File: src/rtl/rr_mux_arbiter.sv
// Four-channel round-robin arbiter feeding a single registered output stage.
// The winning channel's word is latched together with its 2-bit select code,
// which downstream logic may use as a 4:1 mux select or as a source tag.

// Per-lane data gate: passes the lane word only when the lane holds the grant,
// so the four gated words can simply be OR-ed into one.
module rr_lane #(
  parameter int W = 5
) (
  input  logic         grant_i,
  input  logic [W-1:0] data_i,
  output logic [W-1:0] data_o
);

  assign data_o = data_i & {W{grant_i}};

endmodule

module rr_mux_arbiter #(
  parameter int W = 5
) (
  input  logic         clk_i,
  input  logic         rst_i,
  input  logic [3:0]   in_valid_i,
  output logic [3:0]   in_ready_o,
  input  logic [W-1:0] a_i,
  input  logic [W-1:0] b_i,
  input  logic [W-1:0] c_i,
  input  logic [W-1:0] d_i,
  output logic         out_valid_o,
  input  logic         out_ready_i,
  output logic [W-1:0] out_data_o,
  output logic [1:0]   out_sel_o
);

  localparam int NUM_LANES = 4;

  // Rotating priority pick: ptr names the channel searched first, then the
  // search continues upward with wrap. Written as a table so no adder sits
  // on the request-to-ready path.
  function automatic logic [3:0] rr_pick(input logic [3:0] v, input logic [1:0] p);
    logic [3:0] g;
    g = 4'b0000;
    unique case (p)
      2'd0: g = v[0] ? 4'b0001 : v[1] ? 4'b0010 : v[2] ? 4'b0100 : v[3] ? 4'b1000 : 4'b0000;
      2'd1: g = v[1] ? 4'b0010 : v[2] ? 4'b0100 : v[3] ? 4'b1000 : v[0] ? 4'b0001 : 4'b0000;
      2'd2: g = v[2] ? 4'b0100 : v[3] ? 4'b1000 : v[0] ? 4'b0001 : v[1] ? 4'b0010 : 4'b0000;
      2'd3: g = v[3] ? 4'b1000 : v[0] ? 4'b0001 : v[1] ? 4'b0010 : v[2] ? 4'b0100 : 4'b0000;
      default: g = 4'b0000;
    endcase
    return g;
  endfunction

  logic [1:0]   ptr_q, ptr_d;
  logic         out_valid_q, out_valid_d;
  logic [W-1:0] out_data_q, out_data_d;
  logic [1:0]   out_sel_q, out_sel_d;

  logic [3:0]   grant;
  logic         load;
  logic         xfer;
  logic [1:0]   gsel;
  logic [NUM_LANES-1:0][W-1:0] lane_data;
  logic [NUM_LANES-1:0][W-1:0] lane_gated;
  logic [W-1:0] win_data;

  assign lane_data[0] = a_i;
  assign lane_data[1] = b_i;
  assign lane_data[2] = c_i;
  assign lane_data[3] = d_i;

  // The output register can take a word when empty or being drained now.
  assign load  = !out_valid_q || out_ready_i;
  assign grant = rr_pick(in_valid_i, ptr_q);

  // Ready is withheld during reset so nothing is consumed that would be lost.
  assign in_ready_o = (load && !rst_i) ? grant : 4'b0000;
  assign xfer       = |in_ready_o;

  // One-hot grant to channel index.
  assign gsel = {grant[3] | grant[2], grant[3] | grant[1]};

  for (genvar i = 0; i < NUM_LANES; i++) begin : g_lane
    rr_lane #(.W(W)) u_lane (
      .grant_i (grant[i]),
      .data_i  (lane_data[i]),
      .data_o  (lane_gated[i])
    );
  end

  // OR-merge of the gated lane words; at most one lane is non-zero.
  always_comb begin
    win_data = '0;
    for (int i = 0; i < NUM_LANES; i++) win_data = win_data | lane_gated[i];
  end

  // Next state: load winner on transfer, empty on idle load, else hold.
  always_comb begin
    ptr_d       = ptr_q;
    out_valid_d = out_valid_q;
    out_data_d  = out_data_q;
    out_sel_d   = out_sel_q;
    if (xfer) begin
      out_valid_d = 1'b1;
      out_data_d  = win_data;
      out_sel_d   = gsel;
      ptr_d       = gsel + 2'd1;
    end else if (load) begin
      out_valid_d = 1'b0;
    end
  end

  // State registers with synchronous reset; a pending word is dropped.
  always_ff @(posedge clk_i) begin
    if (rst_i) begin
      ptr_q       <= 2'd0;
      out_valid_q <= 1'b0;
      out_data_q  <= '0;
      out_sel_q   <= 2'd0;
    end else begin
      ptr_q       <= ptr_d;
      out_valid_q <= out_valid_d;
      out_data_q  <= out_data_d;
      out_sel_q   <= out_sel_d;
    end
  end

  assign out_valid_o = out_valid_q;
  assign out_data_o  = out_data_q;
  assign out_sel_o   = out_sel_q;

endmodule
File: config.mk
export PLATFORM = sky130hd
export DESIGN_NAME = rr_mux_arbiter
export DESIGN_NICKNAME = d
export VERILOG_FILES = /design/src/rtl/rr_mux_arbiter.sv
export SDC_FILE = /design/constraint.sdc
export NUM_CORES = 1
export LEC_CHECK = 0
export ABC_AREA = 1
export ABC_CLOCK_PERIOD_IN_PS = 1350
export BUFFER_PORTS_ARGS = -buffer_cell sky130_fd_sc_hd__clkbuf_2
export CORE_UTILIZATION = 25
export CTS_BUF_LIST = sky130_fd_sc_hd__clkbuf_2
export DETAILED_ROUTE_END_ITERATION = 8
export GPL_ROUTABILITY_DRIVEN = 0
export GPL_TIMING_DRIVEN = 1
export PLACE_DENSITY = 0.49
export SLEW_MARGIN = 20
export SYNTH_ARGS = -nofsm -noshare
export SYNTH_HDL_FRONTEND = slang
export SYNTH_SLANG_ARGS = --single-unit
File: constraint.sdc
create_clock -name clk_i -period 1.35 [get_ports clk_i]
set_input_delay 0.2025 -clock clk_i [delete_from_list [all_inputs] [get_ports clk_i]]
set_output_delay 0.2025 -clock clk_i [all_outputs]
set_load 0.03 [all_outputs]
Yosys cells after proc, flatten, opt, wreduce, memory -nomap -nowiden
Index checks and enable logic that the tools add are counted.

word-level totals
  register bits = 10
  bits in latches = 0
  memory bits (writable) = 0
  bits in read-only memories = 0
  output and inout port bits = 12
  logic and storage cells = 44
  memories kept = 0

operators by class
  add/sub/neg operators = 1
  $mul = 0
  div/mod/pow operators = 0
  order comparisons = 0
  equal/unequal tests = 3
  shift-type cells = 0
  muxes and demuxes = 20
  bitwise logic cells = 9
  reductions and logical operators = 7

operators by type and width
  operator                                                          number
  4-bit two-way mux                                                 11
  5-bit bitwise AND                                                 4
  4-bit one-hot mux with 4 select lines                             1
  5-bit OR                                                          3
  3-bit two-way mux                                                 3
  2-bit == test (second input constant)                             2
  2-bit two-way mux                                                 2
  4-bit OR reduction                                                1
  1-bit two-way mux                                                 3
  2-bit by 1-bit adder with 2-bit output (second input constant)    1
  2-bit by 1-bit == test with 1-bit output (second input constant)  1
  1-bit logical NOT                                                 2
  2-bit logical NOT                                                 1
  1-bit OR                                                          2
  2-bit nonzero test                                                1
  1-bit logical AND                                                 1
  1-bit logical OR                                                  1

Longest topological paths before layout
Gate-level depths: netlist of run 1.

  word-level depth = 9
  mapped depth = 11
  depth with buffers taken out = 11

By module
From an unflattened synthesis of run 1, not the netlist that was laid out.

unflattened totals
  cells, all modules = 140
  area, all modules = 773.2 µm²

modules (own cells, without submodules)
  module          instances  cells each  area an instance (µm²)  seq. area each (µm²)
  rr_mux_arbiter  1          100         623.1                   200.2
  rr_lane         4          10          37.5                    0.0

Worst setup path before layout of run 1
No wires, ideal clock.

  path type = reg-to-reg
  start point = reg out_valid_q (netlist: out_valid_o)
  end point = reg out_sel_q[1] (netlist: out_sel_o[1])
  setup time = 113 ps
  arrival time = 1,343 ps
  data required time = 1,237 ps
  setup slack = -107 ps
  cell stages (with the launch flop) = 9
  clock period less this slack = 1,457 ps
  cells stage by stage = dfxtp_1 -> inv_1 -> nor2_1 -> nor2_1 -> nand3_1 -> inv_1 -> nor3_1 -> o21ai_1 -> inv_1

between the ends
  longest elaborated chain between the ends = 5

ends and longest elaborated chain
  element                   RTL line  RTL
  start: declaration        55        logic out_valid_q, out_valid_d;
  start signal: assignment  122       out_valid_q <= out_valid_d;
  1-bit logical NOT         73        assign load = !out_valid_q || out_ready_i;
  1-bit logical OR          73
  1-bit logical AND         77        assign in_ready_o = (load && !rst_i) ? grant : 4'b0000;
  4-bit two-way mux         77
  named net in_ready_o[0]   25        output logic [3:0] in_ready_o,
  4-bit OR reduction        78        assign xfer = |in_ready_o;
  end signal: assignment    124       out_sel_q <= out_sel_d;
  end: declaration          57        logic [1:0] out_sel_q, out_sel_d;

The timed path passes the listed nets, and every way through them passes these cells.
A chain may end at the register's enable or synchronous reset.

Worst setup path after layout of run 1
  start point = reg ptr_q[1]
  end point = out in_ready_o[1]

between the ends
  longest elaborated chain between the ends = 3
  elaborated cells on any way between the ends = 6
  those cells by class = 3 x eq/ne; 2 x mux; 1 x reduce/logical

ends and longest elaborated chain
  element                                      RTL line  RTL
  start: declaration                           54        logic [1:0] ptr_q, ptr_d;
  start signal: assignment                     121       ptr_q <= ptr_d;
  2-bit == test, or another cell as far along  44        unique case (p)
  4-bit one-hot mux with 4 select lines *      44
  4-bit two-way mux *                          77
  end: declaration                             25

Every way passes the cells marked *; elsewhere a longest branch is shown, timed or not.

==> results of run 1 <==
cells in the mapped netlist:
cell      count  share of area
nand2_1      33           0.16
inv_1        19          0.093
nor2_1       19          0.093
nand3_1      17           0.11
dfxtp_1      10           0.26
nand2_2       6          0.049
inv_2         4          0.020
nand2_4       2          0.029
nand3_2       2          0.026
nand4_1       2          0.016
nor2_2        2          0.016
o21ai_1       2          0.013
a21boi_0      1         0.0098
a21oi_1       1         0.0065
a21oi_2       1          0.011
and2_1        1         0.0081
and2_4        1          0.011
nor2_8        1          0.026
nor3_1        1         0.0065
o211ai_1      1         0.0098
o21bai_2      1          0.015
or2_2         1         0.0081
critical path: cells and delay by family, from the launching register on:
family                 cells  cell delay (ns)
DFF                        1             0.41
and+or+nand+nor            3             0.30
buffers and inverters      3             0.24
AOI/OAI and AO/OA          1             0.16
power groups by stage:
| stage | Clock, W | Sequential [W] | Combinational, W |
|---|---|---|---|
| after floorplan | 0 | 0.000490 | 0.000374 |
| after CTS | 0.000192 | 0.000411 | 0.000843 |
| after global placement | 0 | 0.000403 | 0.000725 |
| after detailed placement | 0 | 0.000405 | 0.000723 |
| final | 0.000187 | 0.000420 | 0.000935 |
| after global routing | 0.000216 | 0.000432 | 0.00103 |
cell families after synthesis:
family / Yosys count / synth area share
and+or+nand+nor: 88 / 0.562
buffers and inverters: 23 / 0.112
DFF: 10 / 0.261
AOI/OAI and AO/OA: 7 / 0.0651
stage by stage:
step / setup TNS [ns] / cell area (µm²) / power (W) / cells / worst slack, ns
after floorplan: -0.0812 / 772 / 0.000864 / 128 / -0.0812
after global placement: -0.892 / 1110 / 0.00113 / 212 / -0.141
after detailed placement: -1.14 / 1110 / 0.00113 / 212 / -0.161
after CTS: -1.71 / 1290 / 0.00145 / 223 / -0.233
after global routing: -3.42 / 1420 / 0.00167 / 228 / -0.311
final: -2.07 / 1420 / 0.00154 / 228 / -0.225
registers in the layout, summed over array words and instances, names as in the netlist:
signal and count:
out_valid_o 1, ptr_q 2, out_data_o 5, out_sel_o 2
final timing paths:
| check | slack (ns) | endpoint | cells past startpoint |
|---|---|---|---|
| worst max-delay path | -0.23 | in_ready_o[1] | 7 |
| worst min-delay path | 0.17 | ptr_q[0] | 2 |
| worst max register to register | -0.16 | out_data_o[4] | 10 |
| worst min register to register | 0.50 | out_sel_o[1] | 2 |
routing by layer:
metal	vias to the layer above	GRT usage	wire, µm
met5	-	0	0
met4	0	0.0453	31
met3	4	0.0204	114
met2	27	0.279	1310
met1	464	0.195	1040
li1	537	-	-
repair_timing:
item,in CTS,in global routing
resized for setup,32,21
setup endpoints to repair,14,14
cloned,0,1
pin swaps,11,14
buffers inserted,8,5
layout make-up:
type / instances / area share
Clock inverter: 1 / 0.00265
Multi-Input combinational cell: 96 / 0.436
Tap cell: 31 / 0.0274
Timing Repair Buffer: 64 / 0.310
Inverter: 23 / 0.0663
Sequential cell: 10 / 0.148
Clock buffer: 3 / 0.0106
==> reports/results.ini, run 1 <==
[global_routing]
grt_pass1_wl_mm=4.06
grt_max_degree=11
grt_overflow_total=0
grt_use_total=0.156
antenna_found_initial=0
grt_pass1_vias=968

[floorplanning]
num_rows=19
die_h_um=57.4
start_util=0.272
die_x_um=57.4
die-area_um2=3300
ios=39
core-area_um2=2830

[synth]
synthesis.area_um2=768
syn-num-nets=155
seq_area_frac_synth=0.261
ys_warn_count=0
synth.distinct_cells=22
synth.avg_cell_area_um2=6.00
ys_ff_latch=10
syn_inst=128

[clock_tree]
cts_root_buf=clkbuf_2
cts_sinks=10
htreeDepth=1
clk_path_buf_depth=2
cts_buffers=3
hold_buffers=0
cts_tree=built
cts.clk_slew.worst_paths_ns=0.11
insertion_delay_ns=0.27

[drt]
viasPerCell=4.53
post_drt_wl_per_cell_um=11.0
dr.pass1.iters=6
vias=1032
drt_wl_total_mm=2.50
drcViolationCount=2
postRouteAntennaNets=0
drtIter0Drc=24

[finish]
final_util=0.501
most-common-layout-cells=37 x clkbuf_2, 31 x nand2_1, 22 x buf_4, 15 x inv_1, 13 x nor2_1
regArea_um2=209
mostFrequentLayoutCell=clkbuf_2
drive_gt1_frac=0.594
fillers=288
antennaDiodeCount=0
multi_input_area_um2=617
fin_nets=225
syn2layout_area_growth_pct=84.4

[run]
drv_cap=0

[power_and_ir_drop]
clockPowerShare=0.122
p_leak_nw=0.792
p_sw_w=0.000698
power_density_nw_per_um2=1090
vdd_drop_max_v=0.000644
p_int_w=0.000844
seq_power_share=0.272
p_comb_frac=0.606
swShare=0.452

[critical_path]
cpMaxStageDelayCell=dfxtp_4
path_cells=inv_4 -> nand2_1 -> a21oi_2 -> and2_4 -> nand2_4 -> inv_4 -> buf_8
worstSetupPathType=reg2out
slowest_delay_ns=0.41
critPathMaxFanout=7
crit_top_cell=inv_4
required_ns=1.15
reg2reg_from=ptr_q[1]
crit_path_start=ptr_q[1]
end_kind=output port
cp_data_arrival_time_ns=1.37
start_kind=register

[timing]
finClkSkew_ns=0.00606
post-route-period-util=1.17
timing.fmax_mhz=635
rsz0062_at_grt=yes
final-setup-viol-count=14
holdWs_ns=0.174
relSlewSlack=0.819
slew_violations=0
fin_ws_ns=-0.225
min_period_ns=1.58
hold_violations=0
tightestPinTransition_ns=0.271

[worst_hold_path]
hold_path_class=in2reg
min_from=rst_i

[run_status]
outcome=finished, violations left
violations=DRC, setup timing

[place]
dp_hpwl_mm=1.79
port_buffers=38

Note: power is estimated with default switching activity, not from simulation.
==> run 2: changes to the inputs <==
ABC_CLOCK_PERIOD_IN_PS = 2000   (was 1350)
HOLD_SLACK_MARGIN = 0.1   (was default)
PLACE_DENSITY = 0.47   (was 0.49)
clock period = 2 ns   (was 1.35 ns; I/O delays follow)
==> run 2 against run 1 <==
Compared with the run above: register-to-register slack improved by 0.66 ns; sequential share of layout area increased by 5.0 points; clock skew decreased by 0.0030 ns; clock power decreased by 34%; power decreased by 47%; the run ends with DRC left; critical path depth increased by 1; combinational power decreased by 55%; final area decreased by 28%; first-iteration DRC count decreased by 33%; clock-buffer cell count unchanged; sequential power decreased by 36%.
==> reports/results.ini, run 2 (same netlist as run 1, synthesis figures left out) <==
[floorplanning]
core-area_um2=2830
start_util=0.272
num_rows=19
die_x_um=57.4
ios=39
die-area_um2=3300
die_h_um=57.4

[finish]
antennaDiodeCount=0
mostFrequentLayoutCell=clkbuf_2
fin_nets=198
drive_gt1_frac=0.376
multi_input_area_um2=489
largest_reg_flops=5
most-common-layout-cells=41 x clkbuf_2, 33 x nand2_1, 19 x inv_1, 19 x nor2_1, 17 x nand3_1
final_cells=201
syn2layout_area_growth_pct=33.5
regArea_um2=203
fillers=328

[clock_tree]
cts_sinks=10
cts_root_buf=clkbuf_2
cts.clk_slew.worst_paths_ns=0.11
cts_buffers=3
clk_path_buf_depth=2
htreeDepth=1
insertion_delay_ns=0.27
cts_tree=built

[timing]
min_period_ns=1.86
setup_tns_ns=0
slew_violations=0
fin_ws_ns=0.140
relSlewSlack=0.733
finClkSkew_ns=0.00308
holdWs_ns=0.215
hold_violations=0
timing.fmax_mhz=538
tightestPinTransition_ns=0.400
final-setup-viol-count=0
post-route-period-util=0.930
rsz0062_at_grt=no

[power_and_ir_drop]
total_power_w=0.000819
vdd_drop_max_v=0.000328
swShare=0.475
p_comb_frac=0.519
p_leak_nw=0.610
power_density_nw_per_um2=798
clockPowerShare=0.151
seq_power_share=0.329
p_sw_w=0.000389
p_int_w=0.000430

[global_routing]
grt_pass1_wl_mm=3.53
grt_pass1_vias=820
met2_usage=0.238
grt_overflow_total=0
grt_use_total=0.141
grt_busiest_layer=met2
met1_usage=0.169
grt_max_degree=11
met3_usage=0.0317
antenna_found_initial=0

[run]
drv_cap=0

[critical_path]
cp_data_arrival_time_ns=1.56
worstSetupPathType=reg2out
end_kind=output port
cp_top_family=simple AND/OR/NAND/NOR gates
reg2reg_depth=10
cp_num_cells=8
required_ns=1.70
critPathMaxFanout=7
crit_top_cell=nand2_2
cpMaxStageDelayCell=dfxtp_2
path_cells=inv_2 -> nand2_1 -> nand3_2 -> nand2_2 -> and2_4 -> nand2_2 -> inv_1 -> clkbuf_2
start_kind=register
path_buf_inv=3
slowest_delay_ns=0.41

[worst_hold_path]
hold_path_class=in2reg
hold_depth=2

[drt]
drcViolationCount=2
dr.pass1.iters=5
drt_wl_total_mm=2.21
viasPerCell=4.55
post_drt_wl_per_cell_um=11.0
vias=914
postRouteAntennaNets=0
drtIter0Drc=16

[place]
dp_hpwl_mm=1.84
dpl.cell_count=197
port_buffers=38
post-place-ws_ns=0.359

[run_status]
violations=DRC
outcome=finished, violations left

## run 2: cell types whose count changed in the layout (fill, tap and decap cells not counted), moves of 6 or more
cell	change
nand3_1	+8
nand3_2	-7
buf_4	-22
nor2_1	+6
## run 2: worst reg2reg max path, stage by stage, from the launching register on
cell	delay, ns
dfxtp_1	0.33
inv_1	0.05
nor2_1	0.04
nor2_1	0.32
nand3_1	0.18
nand2_2	0.17
inv_2	0.06
nand2_2	0.10
nand2_1	0.06
nand2_1	0.05
nor2_1	0.04
## run 2: through the flow
| step | cell area [µm²] | utilization |
|---|---|---|
| after floorplan | 768 | - |
| after global placement | 997 | 0.352 |
| after detailed placement | 997 | 0.352 |
| after CTS | 1020 | 0.359 |
| after global routing | 1030 | 0.363 |
| final | 1030 | 0.363 |
## run 2: layout make-up
cell class | count | share of cell area
clock inverters | 1 | 0.00366
flip-flops and latches | 10 | 0.198
clock buffers | 3 | 0.0146
inverters | 23 | 0.0841
well taps | 31 | 0.0378
repair buffers | 38 | 0.185
multi-input cells | 95 | 0.477
## run 2: final timing paths
kind / from / end / slack [ns]
setup / recovery: ptr_q[0] / in_ready_o[1] / 0.14
setup reg to reg: out_valid_o / out_data_o[1] / 0.50
hold / removal: rst_i / ptr_q[0] / 0.21
hold reg to reg: out_sel_o[1] / out_sel_o[1] / 0.48
## run 2: metal layers
metal  wire [µm]  up-vias
met3         115        5
met1         983      409
met4          38        0
met2        1080       23
met5           0        -
li1            -      477
## run 2: power groups by stage
stage	clock, W	combinational, W	sequential (W)
global route	0.000135	0.000471	0.000275
detailed placement	0	0.000427	0.000273
CTS	0.000126	0.000429	0.000268
global placement	0	0.000427	0.000271
floorplan	0	0.000251	0.000330
finish	0.000124	0.000425	0.000270
## run 2: what timing repair did
item	4_1_cts	5_1_grt
setup endpoints to repair	0	1
endpoints found under the hold margin	0	0
hold buffers	0	0
resized for setup	0	3
buffers inserted	0	0
==> run 3: changes to the inputs <==
ABC_CLOCK_PERIOD_IN_PS = 1610   (was 2000)
PLACE_DENSITY = 0.49   (was 0.47)
clock period = 1.61 ns   (was 2 ns; I/O delays follow)
==> run 3 against run 2 <==
Compared with the run above: the flow still finishes with violations (DRC); setup slack got worse by 0.12 ns; cell count rose by 4.5%; via count rose by 1.2%; flip-flop and latch count did not move; combinational power rose by 46%; highest routed layer unchanged.
==> reports/results.ini, run 3 (same netlist as run 1, synthesis figures left out) <==
[critical_path]
r2r_slack_ns=0.10
end_kind=output port
path_cells=inv_2 -> nand2_1 -> nand3_2 -> nand2_2 -> and2_4 -> nand2_4 -> inv_4 -> buf_8
critPathMaxFanout=5
cp_data_arrival_time_ns=1.35
cpMaxStageDelayCell=dfxtp_4
worstSetupPathType=reg2out
start_kind=register
required_ns=1.37
slowest_delay_ns=0.41

[finish]
most-common-layout-cells=37 x clkbuf_2, 32 x nand2_1, 17 x nor2_1, 16 x inv_1, 14 x nand3_1
drive_gt1_frac=0.469
mostFrequentLayoutCell=clkbuf_2
final_cells=210
multi_input_area_um2=519
syn2layout_area_growth_pct=51.5
final_util=0.411
fin_nets=208
post-route-cell-area_um2=1160
largest_reg_flops=5
antennaDiodeCount=0
regArea_um2=209
fillers=314

[floorplanning]
num_rows=19
ios=39
die_x_um=57.4
core-area_um2=2830
die-area_um2=3300
die_h_um=57.4
start_util=0.272

[worst_hold_path]
hold_path_class=in2reg

[clock_tree]
cts_buffers=3
cts_tree=built
cts_sinks=10
htreeDepth=1
clk_path_buf_depth=2
insertion_delay_ns=0.24
hold_buffers=0
cts.clk_slew.worst_paths_ns=0.10
cts_root_buf=clkbuf_2

[global_routing]
grt_pass1_wl_mm=3.76
antenna_found_initial=0
grt_use_total=0.146
grt_max_degree=11
grt_pass1_vias=885
grt_overflow_total=0

[drt]
drtIter0Drc=23
vias=925
postRouteAntennaNets=0
viasPerCell=4.40
dr.pass1.iters=7
post_drt_wl_per_cell_um=11.1
drcViolationCount=2
drt_wl_total_mm=2.34

[power_and_ir_drop]
p_leak_nw=0.682
vdd_drop_max_v=0.000427
power_density_nw_per_um2=946

[timing]
post-route-period-util=0.988
slew_violations=0
hold_violations=0
rsz0062_at_grt=yes
relSlewSlack=0.831
final-setup-viol-count=0
min_period_ns=1.59
finClkSkew_ns=0.00204
timing.fmax_mhz=629
tightestPinTransition_ns=0.253

[run]
drv_cap=0

[place]
dp_hpwl_mm=1.82
dpl.cell_count=201
port_buffers=38
dpl_cell_area_um2=1030

[run_status]
violations=DRC
outcome=finished, violations left

-- run 3: worst max-delay path, delay by kind of cell, from the launching register on --
kind,cells,cell delay (ns)
AND/OR/NAND/NOR,5,0.46
flip-flops,1,0.41
buffers and inverters,3,0.22
-- run 3: cell type report --
| class | instances | area share |
|---|---|---|
| clock buffers | 3 | 0.0129 |
| repair buffers | 48 | 0.249 |
| well taps | 31 | 0.0333 |
| inverters | 23 | 0.0785 |
| flip-flops and latches | 10 | 0.180 |
| multi-input cells | 95 | 0.446 |
-- run 3: worst paths after layout --
path / startpoint / end / cells past startpoint
max reg2reg: ptr_q[0] / out_sel_o[1] / 10
max: ptr_q[0] / in_ready_o[1] / 8
min: rst_i / ptr_q[0] / 2
min reg2reg: out_sel_o[1] / out_sel_o[1] / 2
-- run 3: report_power, final --
part / internal [W] / total, W / switching, W
logic: 0.000245 / 0.000619 / 0.000374
clock network: 0.0000508 / 0.000135 / 0.0000846
registers: 0.000300 / 0.000346 / 0.0000455
total: 0.000596 / 0.00110 / 0.000504
-- run 3: routing by layer --
metal,global-route usage,vias up,routed length [µm]
li1,-,498,-
met1,0.189,407,1030
met2,0.252,18,1210
met3,0.0136,2,89
met4,0.0523,0,14
met5,0,-,0
-- run 3: per-stage QoR --
stage	total power [W]	hold slack, ns	setup slack, ns	TNS (ns)
finish	0.00110	0.189	0.0194	0
global route	0.00120	0.176	-0.0592	-0.176
floorplan	0.000722	0.314	0.153	0
global placement	0.000882	0.446	0.0903	0
detailed placement	0.000890	0.463	0.0643	0
CTS	0.00107	0.174	-0.000572	-0.000572
-- run 3: timing repair --
action                                  CTS  global route
endpoints found under the setup margin    4             4
gates resized for setup                  12            18
buffers inserted                          4             2
pin swaps                                 4             4
